$ cat config.mk
export PLATFORM = sky130hd
export DESIGN_NAME = apb_req_arbiter_flat
export DESIGN_NICKNAME = d
export VERILOG_FILES = /design/src/rtl/apb_arb_pkg.sv /design/src/rtl/apb_req_arbiter_if.sv /design/src/rtl/rr_picker.sv /design/src/rtl/apb_req_arbiter.sv /design/src/flat_wrapper.sv
export SDC_FILE = /design/constraint.sdc
export NUM_CORES = 1
export LEC_CHECK = 0
export ABC_AREA = 0
export BUFFER_PORTS_ARGS = -buffer_cell sky130_fd_sc_hd__buf_2
export CAP_MARGIN = 20
export CORE_MARGIN = 10
export CORE_UTILIZATION = 45
export DETAILED_ROUTE_END_ITERATION = 6
export GPL_ROUTABILITY_DRIVEN = 0
export HOLD_SLACK_MARGIN = 0.05
export PLACE_DENSITY = 0.85
export SLEW_MARGIN = 10
export SYNTH_ARGS = -nofsm -noshare
export SYNTH_HDL_FRONTEND = slang
export SYNTH_SLANG_ARGS = --single-unit
$ cat constraint.sdc
create_clock -name Pclk -period 4.2 [get_ports Pclk]
set_clock_uncertainty 0.2 [all_clocks]
set_input_delay 0.21 -clock Pclk [delete_from_list [all_inputs] [get_ports Pclk]]
set_output_delay 0.21 -clock Pclk [all_outputs]
set_load 0.005 [all_outputs]
$ cat src/rtl/apb_arb_pkg.sv
// Shared types and widths for the APB request arbiter.
package apb_arb_pkg;

    localparam int unsigned APB_AW = 32;
    localparam int unsigned APB_DW = 32;
    localparam int unsigned TimerW = 16;

    typedef enum logic [1:0] {
        StIdle,
        StIssue,
        StWait,
        StResp
    } arb_state_e;

endpackage

$ cat src/rtl/apb_req_arbiter_if.sv
// Requester and APB-monitor signals shared between the arbiter and its surroundings.
interface apb_req_arbiter_if
    import apb_arb_pkg::*;
#(
    parameter int unsigned NUM_REQ = 4
);

    logic [NUM_REQ-1:0]        req_valid;
    logic [NUM_REQ-1:0]        req_write;
    logic [APB_AW*NUM_REQ-1:0] req_addr;
    logic [APB_DW*NUM_REQ-1:0] req_wdata;
    logic [NUM_REQ-1:0]        req_ready;
    logic [NUM_REQ-1:0]        rsp_valid;
    logic [APB_DW-1:0]         rsp_rdata;
    logic                      rsp_err;
    logic                      transfer;
    logic [APB_AW:0]           addr_temp;
    logic [APB_DW-1:0]         data_temp;
    logic                      Psel;
    logic                      Penable;
    logic                      Pready;
    logic [APB_DW-1:0]         Prdata;

    modport slave (
        input  req_valid, req_write, req_addr, req_wdata, Psel, Penable, Pready, Prdata,
        output req_ready, rsp_valid, rsp_rdata, rsp_err, transfer, addr_temp, data_temp
    );

    modport master (
        output req_valid, req_write, req_addr, req_wdata, Psel, Penable, Pready, Prdata,
        input  req_ready, rsp_valid, rsp_rdata, rsp_err, transfer, addr_temp, data_temp
    );

endinterface

$ cat src/rtl/rr_picker.sv
// Combinational round-robin search: first set request at or above ptr, wrapping.
module rr_picker #(
    parameter int unsigned NUM_REQ = 4
) (
    input  logic [NUM_REQ-1:0]         req,
    input  logic [$clog2(NUM_REQ)-1:0] ptr,
    output logic                       found,
    output logic [NUM_REQ-1:0]         onehot,
    output logic [$clog2(NUM_REQ)-1:0] idx
);

    localparam int unsigned IdxW = $clog2(NUM_REQ);

    always_comb begin
        int unsigned j;
        j      = 0;
        found  = 1'b0;
        onehot = '0;
        idx    = '0;
        for (int unsigned k = 0; k < NUM_REQ; k++) begin
            j = (32'(ptr) + k) % NUM_REQ;
            if (!found && req[j]) begin
                found     = 1'b1;
                onehot[j] = 1'b1;
                idx       = IdxW'(j);
            end
        end
    end

endmodule

$ cat src/rtl/apb_req_arbiter.sv
// Shares one APB master among NUM_REQ requesters, one transfer at a time, with a
// grant-to-completion timeout.
module apb_req_arbiter
    import apb_arb_pkg::*;
#(
    parameter int unsigned NUM_REQ = 4,
    parameter int unsigned TIMEOUT = 255
) (
    input logic              Pclk,
    input logic              Presetn,
    apb_req_arbiter_if.slave bus
);

    localparam int unsigned IdxW = $clog2(NUM_REQ);

    arb_state_e state_q, state_d;

    logic [NUM_REQ-1:0] req_ready_q, req_ready_d;
    logic [NUM_REQ-1:0] rsp_valid_q, rsp_valid_d;
    logic [APB_DW-1:0]  rsp_rdata_q, rsp_rdata_d;
    logic               rsp_err_q, rsp_err_d;
    logic               transfer_q, transfer_d;
    logic [APB_AW:0]    addr_temp_q, addr_temp_d;
    logic [APB_DW-1:0]  data_temp_q, data_temp_d;
    logic [TimerW-1:0]  timer_q, timer_d;
    logic [IdxW-1:0]    ptr_q, ptr_d;
    logic [IdxW-1:0]    gnt_q, gnt_d;

    logic               pick_found;
    logic [NUM_REQ-1:0] pick_onehot;
    logic [IdxW-1:0]    pick_idx;
    logic               complete;
    logic               timed_out;
    logic [NUM_REQ-1:0] gnt_onehot;

    rr_picker #(
        .NUM_REQ(NUM_REQ)
    ) u_picker (
        .req   (bus.req_valid),
        .ptr   (ptr_q),
        .found (pick_found),
        .onehot(pick_onehot),
        .idx   (pick_idx)
    );

    assign complete   = bus.Psel & bus.Penable & bus.Pready;
    assign timed_out  = (timer_q == TimerW'(TIMEOUT));
    assign gnt_onehot = NUM_REQ'(1) << gnt_q;

    always_ff @(posedge Pclk or negedge Presetn) begin
        if (!Presetn) begin
            state_q <= StIdle;
        end else begin
            state_q <= state_d;
        end
    end

    always_comb begin
        state_d = state_q;
        unique case (state_q)
            StIdle:  if (pick_found) state_d = StIssue;
            StIssue: begin
                if (timed_out) state_d = StResp;
                else if (bus.Psel) state_d = StWait;
            end
            StWait:  if (complete || timed_out) state_d = StResp;
            StResp:  state_d = StIdle;
            default: state_d = StIdle;
        endcase
    end

    always_comb begin
        req_ready_d = '0;
        rsp_valid_d = '0;
        rsp_rdata_d = rsp_rdata_q;
        rsp_err_d   = rsp_err_q;
        transfer_d  = transfer_q;
        addr_temp_d = addr_temp_q;
        data_temp_d = data_temp_q;
        timer_d     = timer_q;
        ptr_d       = ptr_q;
        gnt_d       = gnt_q;
        unique case (state_q)
            StIdle: begin
                if (pick_found) begin
                    req_ready_d = pick_onehot;
                    addr_temp_d = {bus.req_write[pick_idx],
                                   bus.req_addr[APB_AW*int'(pick_idx) +: APB_AW]};
                    data_temp_d = bus.req_wdata[APB_DW*int'(pick_idx) +: APB_DW];
                    transfer_d  = 1'b1;
                    ptr_d       = (pick_idx == IdxW'(NUM_REQ - 1)) ? '0 : pick_idx + 1'b1;
                    gnt_d       = pick_idx;
                    timer_d     = '0;
                end
            end
            StIssue: begin
                if (timed_out) begin
                    transfer_d  = 1'b0;
                    rsp_err_d   = 1'b1;
                    rsp_rdata_d = '0;
                    rsp_valid_d = gnt_onehot;
                end else begin
                    timer_d = timer_q + 1'b1;
                    if (bus.Psel) transfer_d = 1'b0;
                end
            end
            StWait: begin
                // Completion takes priority over a timeout landing on the same edge.
                if (complete) begin
                    rsp_err_d   = 1'b0;
                    rsp_rdata_d = addr_temp_q[APB_AW] ? '0 : bus.Prdata;
                    rsp_valid_d = gnt_onehot;
                end else if (timed_out) begin
                    rsp_err_d   = 1'b1;
                    rsp_rdata_d = '0;
                    rsp_valid_d = gnt_onehot;
                end else begin
                    timer_d = timer_q + 1'b1;
                end
            end
            StResp: begin
            end
            default: begin
            end
        endcase
    end

    always_ff @(posedge Pclk or negedge Presetn) begin
        if (!Presetn) begin
            req_ready_q <= '0;
            rsp_valid_q <= '0;
            rsp_rdata_q <= '0;
            rsp_err_q   <= 1'b0;
            transfer_q  <= 1'b0;
            addr_temp_q <= '0;
            data_temp_q <= '0;
            timer_q     <= '0;
            ptr_q       <= '0;
            gnt_q       <= '0;
        end else begin
            req_ready_q <= req_ready_d;
            rsp_valid_q <= rsp_valid_d;
            rsp_rdata_q <= rsp_rdata_d;
            rsp_err_q   <= rsp_err_d;
            transfer_q  <= transfer_d;
            addr_temp_q <= addr_temp_d;
            data_temp_q <= data_temp_d;
            timer_q     <= timer_d;
            ptr_q       <= ptr_d;
            gnt_q       <= gnt_d;
        end
    end

    assign bus.req_ready = req_ready_q;
    assign bus.rsp_valid = rsp_valid_q;
    assign bus.rsp_rdata = rsp_rdata_q;
    assign bus.rsp_err   = rsp_err_q;
    assign bus.transfer  = transfer_q;
    assign bus.addr_temp = addr_temp_q;
    assign bus.data_temp = data_temp_q;

endmodule

$ cat src/flat_wrapper.sv
// flat-port wrapper written by rule: the top's interface ports become plain ports
module apb_req_arbiter_flat import apb_arb_pkg::*;
#(
    parameter int unsigned NUM_REQ = 4,
    parameter int unsigned TIMEOUT = 255
)
  (Pclk, Presetn, bus_req_valid, bus_req_write, bus_req_addr, bus_req_wdata, bus_Psel, bus_Penable, bus_Pready, bus_Prdata, bus_req_ready, bus_rsp_valid, bus_rsp_rdata, bus_rsp_err, bus_transfer, bus_addr_temp, bus_data_temp);
  apb_req_arbiter_if #(.NUM_REQ(NUM_REQ)) bus_i ();
  input logic Pclk;
  input logic Presetn;
  input wire logic [$bits(bus_i.req_valid)-1:0] bus_req_valid;
  input wire logic [$bits(bus_i.req_write)-1:0] bus_req_write;
  input wire logic [$bits(bus_i.req_addr)-1:0] bus_req_addr;
  input wire logic [$bits(bus_i.req_wdata)-1:0] bus_req_wdata;
  input wire logic [$bits(bus_i.Psel)-1:0] bus_Psel;
  input wire logic [$bits(bus_i.Penable)-1:0] bus_Penable;
  input wire logic [$bits(bus_i.Pready)-1:0] bus_Pready;
  input wire logic [$bits(bus_i.Prdata)-1:0] bus_Prdata;
  output wire logic [$bits(bus_i.req_ready)-1:0] bus_req_ready;
  output wire logic [$bits(bus_i.rsp_valid)-1:0] bus_rsp_valid;
  output wire logic [$bits(bus_i.rsp_rdata)-1:0] bus_rsp_rdata;
  output wire logic [$bits(bus_i.rsp_err)-1:0] bus_rsp_err;
  output wire logic [$bits(bus_i.transfer)-1:0] bus_transfer;
  output wire logic [$bits(bus_i.addr_temp)-1:0] bus_addr_temp;
  output wire logic [$bits(bus_i.data_temp)-1:0] bus_data_temp;
  assign bus_i.req_valid = bus_req_valid;
  assign bus_i.req_write = bus_req_write;
  assign bus_i.req_addr = bus_req_addr;
  assign bus_i.req_wdata = bus_req_wdata;
  assign bus_i.Psel = bus_Psel;
  assign bus_i.Penable = bus_Penable;
  assign bus_i.Pready = bus_Pready;
  assign bus_i.Prdata = bus_Prdata;
  assign bus_req_ready = bus_i.req_ready;
  assign bus_rsp_valid = bus_i.rsp_valid;
  assign bus_rsp_rdata = bus_i.rsp_rdata;
  assign bus_rsp_err = bus_i.rsp_err;
  assign bus_transfer = bus_i.transfer;
  assign bus_addr_temp = bus_i.addr_temp;
  assign bus_data_temp = bus_i.data_temp;
  apb_req_arbiter #(.NUM_REQ(NUM_REQ), .TIMEOUT(TIMEOUT)) u_core (.Pclk(Pclk), .Presetn(Presetn), .bus(bus_i));
endmodule
# Yosys cells after proc, flatten, opt, wreduce, memory -nomap -nowiden

Cells that the tools add are included.
W data, S select, Z words.

Word-level logic and storage cells: 117
Output and inout port bits: 107
Bits in registers: 129
Input bits: 301

Multiplexer cells: 56
Shift-type cells: 3
Eq/ne operators: 9
Add/subtract/negate cells: 5
Bitwise gates (word level): 5
Reductions and logical operators: 19
Magnitude comparators: 9

Operators by type and width:

| operator                | number |
|---|---|
| $shiftx A128 B8 Y32     | 2 |
| $mux W32                | 3 |
| $pmux W32 S2            | 1 |
| $mux W16                | 3 |
| $pmux W16 S3            | 1 |
| $mux W4                 | 8 |
| $mux W1                 | 18 |
| $mux W2                 | 9 |
| $add A16 B1 Y16 const B | 1 |
| $eq A16 B8 Y1 const B   | 1 |
| $lt A2 B3 Y1 const B    | 5 |
| $or A4 B4 Y4            | 3 |
| $bmux W1 S2             | 5 |
| $reduce_and A3 Y1       | 3 |
| $demux W1 S2            | 4 |
| $ge A2 B1 Y1 const B    | 4 |
| $pmux W2 S4             | 1 |
| $pmux W4 S2             | 1 |
| $logic_and A1 B1 Y1     | 7 |
| $eq A2 B2 Y1 const B    | 3 |
| $add A2 B1 Y2 const B   | 2 |
| $add A2 B2 Y2 const B   | 2 |
| $ne A2 B1 Y1 const B    | 2 |
| $pmux W1 S2             | 2 |
| 11 further kinds        | 15 |

# Depth between registers and ports, before layout

Gate-level depths: netlist of the first run.

Depth in word-level cells: 14
Depth in mapped cells: 18
Gate-level depth less buffers: 11

# Cells and area by module

Synthesis of the first run repeated with hierarchy kept, for this count alone.

Cell total of the unflattened synthesis: 511
Area total of the unflattened synthesis: 7223.2 um2

Modules (own cells, without submodules):

| module          | cells each | area an instance (um2) | times used | sequential area each (um2) |
|---|---|---|---|---|
| apb_req_arbiter | 466        | 6800.3                 | 1          | 3228.1 |
| rr_picker       | 45         | 422.9                  | 1          | 0.0 |

# Worst setup path after synthesis of the first run

Ideal clock, no wire load.

Path type: reg-to-reg
Start point: register u_core.ptr_q[0]
End point: register u_core.ptr_q[0]
Period minus slack after synthesis: 3771 ps
Arrival time: 3494 ps
Stages on the path, launching flop included: 17
Slack: 429 ps
Library setup time: 77 ps
Path buffers: 7
Data required time: 3923 ps
Cell sequence: dfrtp_1 buf_6 inv_2 clkbuf_1 ha_1 clkbuf_1 mux4_2 buf_6 a21oi_1 o21a_1 buf_2 buf_4 buf_2 inv_2 ha_1 or4_1 o21ai_1

Longest elaborated chain between the ends: 14
Elaborated cells between the ends (all ways): 29
Those cells by class: add/sub: 4; eq/ne: 1; mux: 17; reduce/logical: 7

RTL lines:

| element                                                                | line                   | source |
|---|---|---|
| start: declaration                                                     | apb_req_arbiter.sv:26  | `logic [IdxW-1:0] ptr_q, ptr_d;` |
| start signal: assignment                                               | apb_req_arbiter.sv:149 | `ptr_q <= ptr_d;` |
| parallel branches: the longest is 11 deep, another holds $add A2 B1 Y2 | n/a                    |  |
| $mux W2 *                                                              | rr_picker.sv:22        | `if (!found && req[j]) begin` |
| net u_core.pick_idx[0]                                                 | apb_req_arbiter.sv:31  | `logic [IdxW-1:0] pick_idx;` |
| $add A2 B1 Y2 or $eq A2 B2 Y1 (tied branches)                          | apb_req_arbiter.sv:91  | `ptr_d = (pick_idx == IdxW'(NUM_REQ - 1)) ? '0 : pick_idx + 1'b1;` |
| $mux W2 *                                                              | apb_req_arbiter.sv:91  |  |

Mark *: on every way through the listed nets, which the timed path passes. The select of a mux whose other input is x is not followed.
A chain may end at the register's enable or synchronous reset.

# Worst setup path after layout of the first run

Start point: register u_core.ptr_q[1]
End point: register u_core.data_temp_q[13], in the netlist u_core.bus.data_temp[13]

Longest elaborated chain between the ends: 13
Elaborated cells between the ends (all ways): 27
Those cells by class: add/sub: 3; shift: 1; mux: 16; reduce/logical: 7

RTL lines:

| element                                                                | line                   | source |
|---|---|---|
| parallel branches: the longest is 13 deep, another holds $add A2 B1 Y2 | n/a                    |  |
| end signal: assignment                                                 | apb_req_arbiter.sv:147 | `data_temp_q <= data_temp_d;` |
| end: declaration                                                       | apb_req_arbiter.sv:24  | `logic [APB_DW-1:0] data_temp_q, data_temp_d;` |

Several ways; the timed one is not identified. The select of a mux whose other input is x is not followed.

==> results of run 1 <==
stage by stage:
stage                     instance area (sq um)  worst slack [ns]   TNS [ns]  instances
after global routing                      14000         -0.000929  -0.000929       1747
after global placement                    10700             0.703          0       1438
after detailed placement                  10700             0.529          0       1438
after CTS                                 13900            0.0161          0       1735
after floorplan                            8520             0.429          0        862
final                                     14000             0.106          0       1755
kinds of logic after synthesis:
group	count (synthesis)	share of synthesized area, %
adder cells (fa/ha/maj)	14	2.06
flip-flops	129	37.9
multiplexers	61	7.92
AND/OR/NAND/NOR	150	8.56
AO/OA/AOI/OAI	364	35.6
buffers and inverters	144	7.93
routing by layer:
metal,up-vias,share of wire [%],global-route usage (%)
li1,4694,-,-
met4,0,6.3,19.3
met3,278,11,10.7
met1,5257,34,37.0
met2,986,49,55.6
met5,-,0,0
cell type report:
cell class | instances | area [sq um]
well taps | 234 | 293
fillers | 1183 | 4630
multi-input cells | 590 | 4720
flip-flops and latches | 129 | 3230
diodes | 15 | 37.5
clock buffers | 17 | 425
inverters | 55 | 206
clock inverters | 15 | 164
repair buffers | 700 | 4930
path summary, 6_finish.rpt:
| check | to | from | depth (start not counted) |
|---|---|---|---|
| setup reg to reg | u_core.bus.data_temp[13] | u_core.ptr_q[1] | 10 |
| hold / removal | u_core.bus.data_temp[21] | bus_req_wdata[53] | 4 |
| max in group asynchronous | u_core.bus.rsp_rdata[22] | Presetn | 3 |
| hold reg to reg | u_core.bus.rsp_valid[0] | u_core.gnt_q[1] | 1 |
| setup / recovery | u_core.bus.data_temp[13] | u_core.ptr_q[1] | 10 |
| min in group asynchronous | u_core.bus.addr_temp[0] | Presetn | 2 |
state kept, by name, summed over array words and instances (netlist names):
signal                flops
u_core.bus.rsp_err        1
u_core.bus.rsp_valid      4
u_core.timer_q           16
u_core.bus.data_temp     32
u_core.bus.transfer       1
u_core.bus.addr_temp     33
u_core.ptr_q              2
u_core.bus.rsp_rdata     32
u_core.state_q            2
u_core.bus.req_ready      4
u_core.gnt_q              2
cells in the mapped netlist (all sizes together) (5+ instances only):
master    n
o221a    38
dfrtp   129
clkbuf   52
ha       14
a221o     5
o21ai    35
and2      5
a21o     39
o211ai   77
nand3     5
nor2     50
a221oi   76
mux4      5
nand2    53
nor4      5
buf      37
a21oi    16
o31ai     5
mux2i    55
nor3      8
a22o     32
o221ai   28
and3      5
inv      55
what timing repair did:
action / in CTS / in global routing
setup endpoints to repair: 0 / 36
buffers inserted: 0 / 4
gates resized for setup: 0 / 3
hold endpoints to repair: 196 / 0
hold buffers: 265 / 0
where the power goes:
part | switching [mW] | leakage (nW) | internal [mW]
registers | 0.325 | 1.61 | 1.71
clock network | 0.690 | 0.283 | 0.799
logic | 3.66 | 4.72 | 2.89
worst register-to-register path: stages, from the launching register on:
cell,delay (ns)
dfrtp_2,0.49
inv_1,0.16
ha_2,0.46
mux4_2,0.47
nor4b_4,0.43
a31o_2,0.20
and3_4,0.39
buf_4,0.31
o211ai_2,0.13
dlygate4sd3_1,0.60
o221a_2,0.14
==> results.sh, run 1 <==
export IMPL_drcViolationCount=9
export IMPL_core_sq_mm=0.0186
export IMPL_required_ns=4.30
export IMPL_crit_arrival_ns=4.20
export IMPL_nNetsFinal=1808
export IMPL_ys_warn_count=0
export IMPL_rows=50
export IMPL_postRouteWirelength_microns=44100
export IMPL_status="complete, but fails checks"
export IMPL_synth_area_per_cell_sq_um=9.88
export IMPL_cp_cell_sequence="inv_1, ha_2, mux4_2, nor4b_4, a31o_2, and3_4, buf_4, o211ai_2, dlygate4sd3_1, o221a_2"
export IMPL_synth_top_area_cell="dfrtp_1"
export IMPL_cts_buffers=17
export IMPL_synthCells=862
export IMPL_violations="design-rule violations"
export IMPL_hold_viol=0
export IMPL_p_leak_nw=6.61
export IMPL_worst_slew_pin_slew_ns=1.15
export IMPL_mostFrequentLayoutCells="buf_2 (406), dlygate4sd3_1 (265), dfrtp_1 (127)"
export IMPL_grt_max_degree=100
export IMPL_start_util_pct=45.7
export IMPL_power_density_mw_per_mm2=719
export IMPL_via_per_inst=6.39
export IMPL_synth_nets=1177
export IMPL_fmax_mhz=244
export IMPL_die_h_microns=158
export IMPL_async_flop_share_pct=100
export IMPL_antenna_found_initial=8
export IMPL_path_clk_slew_ns=0.07
export IMPL_die_width_microns=158
export IMPL_hold_ws_ns=0.0669
export IMPL_yosys_cell_types_count=57
export IMPL_first_global_vias=11800
export IMPL_fin_crit_sh_pct=97.5
export IMPL_grt_util_all_layers_pct=33.4
export IMPL_drv_slew=0
export IMPL_port_buffers=407
export IMPL_layout_drive_gt1_share_pct=36.3
export IMPL_layout_commonest_cell="buf_2"
export IMPL_final_setup_viol_count=0
export IMPL_r2r_slack_ns=0.11
export IMPL_io_pins=408
export IMPL_wl_per_cell_microns=25.1
export IMPL_dr_pass1_iters=7
export IMPL_first_iter_violations=1412
export IMPL_relSlewSlack_pct=23.1
export IMPL_synth_top_area_share_pct=37.9
export IMPL_hpwl_microns=25100
export IMPL_cts_max_level=4
export IMPL_cp_slowest_cell="dlygate4sd3_1"
export IMPL_path_class="reg -> reg"
export IMPL_clock_latency_ns=0.42
export IMPL_endpoint_kind="register"
export IMPL_cts_tree="yes"
export IMPL_synth_edf_count=0
export IMPL_yosys_most_used_dff="dfrtp_1"
export IMPL_crit_path_start_kind="register"
export IMPL_cts_path_max_buffers=2
export IMPL_cp_max_fo=17
export IMPL_hp_class="in -> reg"
export IMPL_grt_pass1_wl_microns=65500
export IMPL_antenna_left=0
export IMPL_path_buf_inv=3
export IMPL_post_route_util_pct=75.1
export IMPL_vias=11200
export IMPL_period_minus_slack_ns=4.09
export IMPL_slowest_delay_ns=0.60
export IMPL_grt_ovfl_total=0
export IMPL_design_die_area_sq_mm=0.0248
export IMPL_finalPower_mw=10.1
export IMPL_synthTopCellsByArea="dfrtp_1 (38%), a221oi_1 (7.8%), mux2i_1 (6.5%), o211ai_1 (5.0%), o221a_2 (3.6%)"
export IMPL_synth_area_sq_mm=0.00852
export IMPL_root_buffer="clkbuf_16"
export IMPL_clkSinkCount=129
export IMPL_crit_family="buffers and inverters"
export IMPL_ys_seq_area_share_pct=37.9
export IMPL_areaGrowthSynthToFinish_pct=64.4
export IMPL_drv_cap=0
export IMPL_synth_seq_cells=129
export IMPL_peakVddDrop_v=0.000514
Power figures use the tool's default switching activity.
==> inputs of run 2 (changes only) <==
==> constraint.sdc (replaced) <==
create_clock -name Pclk -period 3.8 [get_ports Pclk]
set_clock_uncertainty 0.2 [all_clocks]
set_input_delay 0.19 -clock Pclk [delete_from_list [all_inputs] [get_ports Pclk]]
set_output_delay 0.19 -clock Pclk [all_outputs]
set_load 0.005 [all_outputs]
==> run 2 against run 1 <==
  * The flow still finishes with violations (design-rule violations)
  * Utilization up 1.3 points
  * Setup slack improved by 0.011 ns
  * Design area is 1.8% higher
  * Routed wire length increased by 7.7%
  * Largest power group unchanged
==> results.sh, run 2 (synthesis gave the netlist of run 1 again) <==
export IMPL_drv_slew=0
export IMPL_largest_register_ffs=33
export IMPL_clock_latency_ns=0.42
export IMPL_r2r_slack_ns=0.12
export IMPL_hold_end="u_core.bus.data_temp[4]"
export IMPL_required_ns=3.86
export IMPL_first_iter_violations=1645
export IMPL_dr_wl_met2_microns=22200
export IMPL_clkSinkCount=129
export IMPL_r2r_end="u_core.bus.addr_temp[6]"
export IMPL_final_setup_viol_count=0
export IMPL_areaGrowthSynthToFinish_pct=67.4
export IMPL_core_sq_mm=0.0186
export IMPL_reg2reg_depth=9
export IMPL_endpoint_kind="register"
export IMPL_hpwl_microns=25000
export IMPL_root_buffer="clkbuf_16"
export IMPL_fin_crit_sh_pct=96.9
export IMPL_grt_ovfl_total=0
export IMPL_period_minus_slack_ns=3.68
export IMPL_peakVddDrop_v=0.000477
export IMPL_cp_max_fo=20
export IMPL_start_util_pct=45.7
export IMPL_top_layer="met5"
export IMPL_io_pins=408
export IMPL_setup_ws_ns=0.117
export IMPL_cts_tree="yes"
export IMPL_layout_commonest_cell="buf_2"
export IMPL_dr_pass1_iters=7
export IMPL_pre_cts_ws_ns=0.326
export IMPL_hold_depth=4
export IMPL_hp_class="in -> reg"
export IMPL_cts_setup_buffers=0
export IMPL_postRouteWirelength_microns=47400
export IMPL_cts_buffers=17
export IMPL_power_density_mw_per_mm2=766
export IMPL_hold_viol=0
export IMPL_via_per_inst=6.50
export IMPL_fin_cells=1798
export IMPL_status="complete, but fails checks"
export IMPL_path_clk_slew_ns=0.07
export IMPL_drcViolationCount=21
export IMPL_worst_slew_pin_slew_ns=1.06
export IMPL_wl_met3_microns=5660
export IMPL_regArea_sq_mm=0.00323
export IMPL_design_die_area_sq_mm=0.0248
export IMPL_violations="design-rule violations"
export IMPL_die_width_microns=158
export IMPL_placed_cells=1446
export IMPL_drv_cap=0
export IMPL_cts_path_max_buffers=2
export IMPL_rows=50
export IMPL_grt_max_degree=89
export IMPL_first_global_vias=12100
export IMPL_wl_per_cell_microns=26.4
export IMPL_multiInputGateArea_sq_mm=0.00470
export IMPL_hold_ws_ns=0.0748
export IMPL_antenna_found_initial=22
export IMPL_wl_met1_microns=15600
export IMPL_hold_start="bus_req_wdata[36]"
export IMPL_fillCellCount=1140
export IMPL_path_class="reg -> reg"
export IMPL_port_buffers=407
export IMPL_grt_util_all_layers_pct=36.9
export IMPL_layout_drive_gt1_share_pct=35.9
export IMPL_antenna_left=0
export IMPL_rr_startpoint="u_core.ptr_q[0]"
export IMPL_die_h_microns=158
export IMPL_fmax_mhz=272
export IMPL_nNetsFinal=1835
export IMPL_crit_path_start_kind="register"
export IMPL_relSlewSlack_pct=29.1
export IMPL_p_leak_nw=6.78
export IMPL_grt_pass1_wl_microns=71200
export IMPL_mostFrequentLayoutCells="buf_2 (406), dlygate4sd3_1 (287), dfrtp_1 (128)"
export IMPL_cts_max_level=4
export IMPL_vias=11700
export IMPL_crit_arrival_ns=3.75
-- run 2: cell count changes in the layout (fill, tap and decap cells not counted), sizes merged --
| cell | previous run | this run |
|---|---|---|
| dlygate4sd3 | 265 | 287 |
| diode | 15 | 31 |
| buf | 435 | 439 |
| clkbuf | 17 | 18 |
| mux4 | 6 | 5 |
| o21a | 3 | 4 |
-- run 2: where the power goes --
group / switching, mW / internal, mW
Clock: 0.787 / 0.883
Combinational: 4.07 / 2.92
Sequential: 0.374 / 1.89
Total: 5.23 / 5.70
-- run 2: through the flow --
stage	util [%]	cell area [sq um]	TNS (ns)	power [mW]
finish	76.5	14300	0	10.9
global route	76.3	14200	-0.00380	11.4
CTS	75.8	14100	0	10.3
detailed placement	57.4	10700	0	8.23
global placement	57.4	10700	0	8.06
floorplan	-	8520	0	6.42
-- run 2: worst max-delay path: stages, from the launching register on --
cell and delay [ns]:
dfrtp_2 0.50, buf_6 0.24, mux4_2 0.63, nor2b_4 0.21, o21ai_4 0.22, o21a_4 0.31
buf_4 0.23, mux2i_1 0.24, dlygate4sd3_1 0.60, o221ai_1 0.12
-- run 2: final cells by class --
cell class,instances,area share [%]
clock buffers,17,2.98
multi-input cells,590,33.0
clock inverters,15,1.11
inverters,55,1.45
well taps,234,2.05
diodes,31,0.544
repair buffers,727,36.2
flip-flops and latches,129,22.6
-- run 2: per-layer routing --
layer	vias up	GRT usage (%)
li1	4750	-
met3	383	13.8
met4	8	29.1
met2	1197	57.1
met5	-	0
met1	5355	40.3
-- run 2: what timing repair did --
item	in CTS	in global routing
endpoints found under the hold margin	185	1
setup endpoints to repair	0	12
resized for setup	0	4
hold buffers	286	1
-- run 2: worst max path at each step --
stage               startpoint                        to  cells after the start
4_1_cts        u_core.ptr_q[0]  u_core.bus.addr_temp[14]                      9
6_report       u_core.ptr_q[0]   u_core.bus.addr_temp[6]                      9
5_1_grt        u_core.ptr_q[0]  u_core.bus.data_temp[27]                      9
3_3_place_gp   u_core.ptr_q[0]  u_core.bus.data_temp[22]                      8
3_5_place_dp   u_core.ptr_q[0]  u_core.bus.data_temp[22]                      8
2_1_floorplan  u_core.ptr_q[0]           u_core.ptr_q[0]                     16
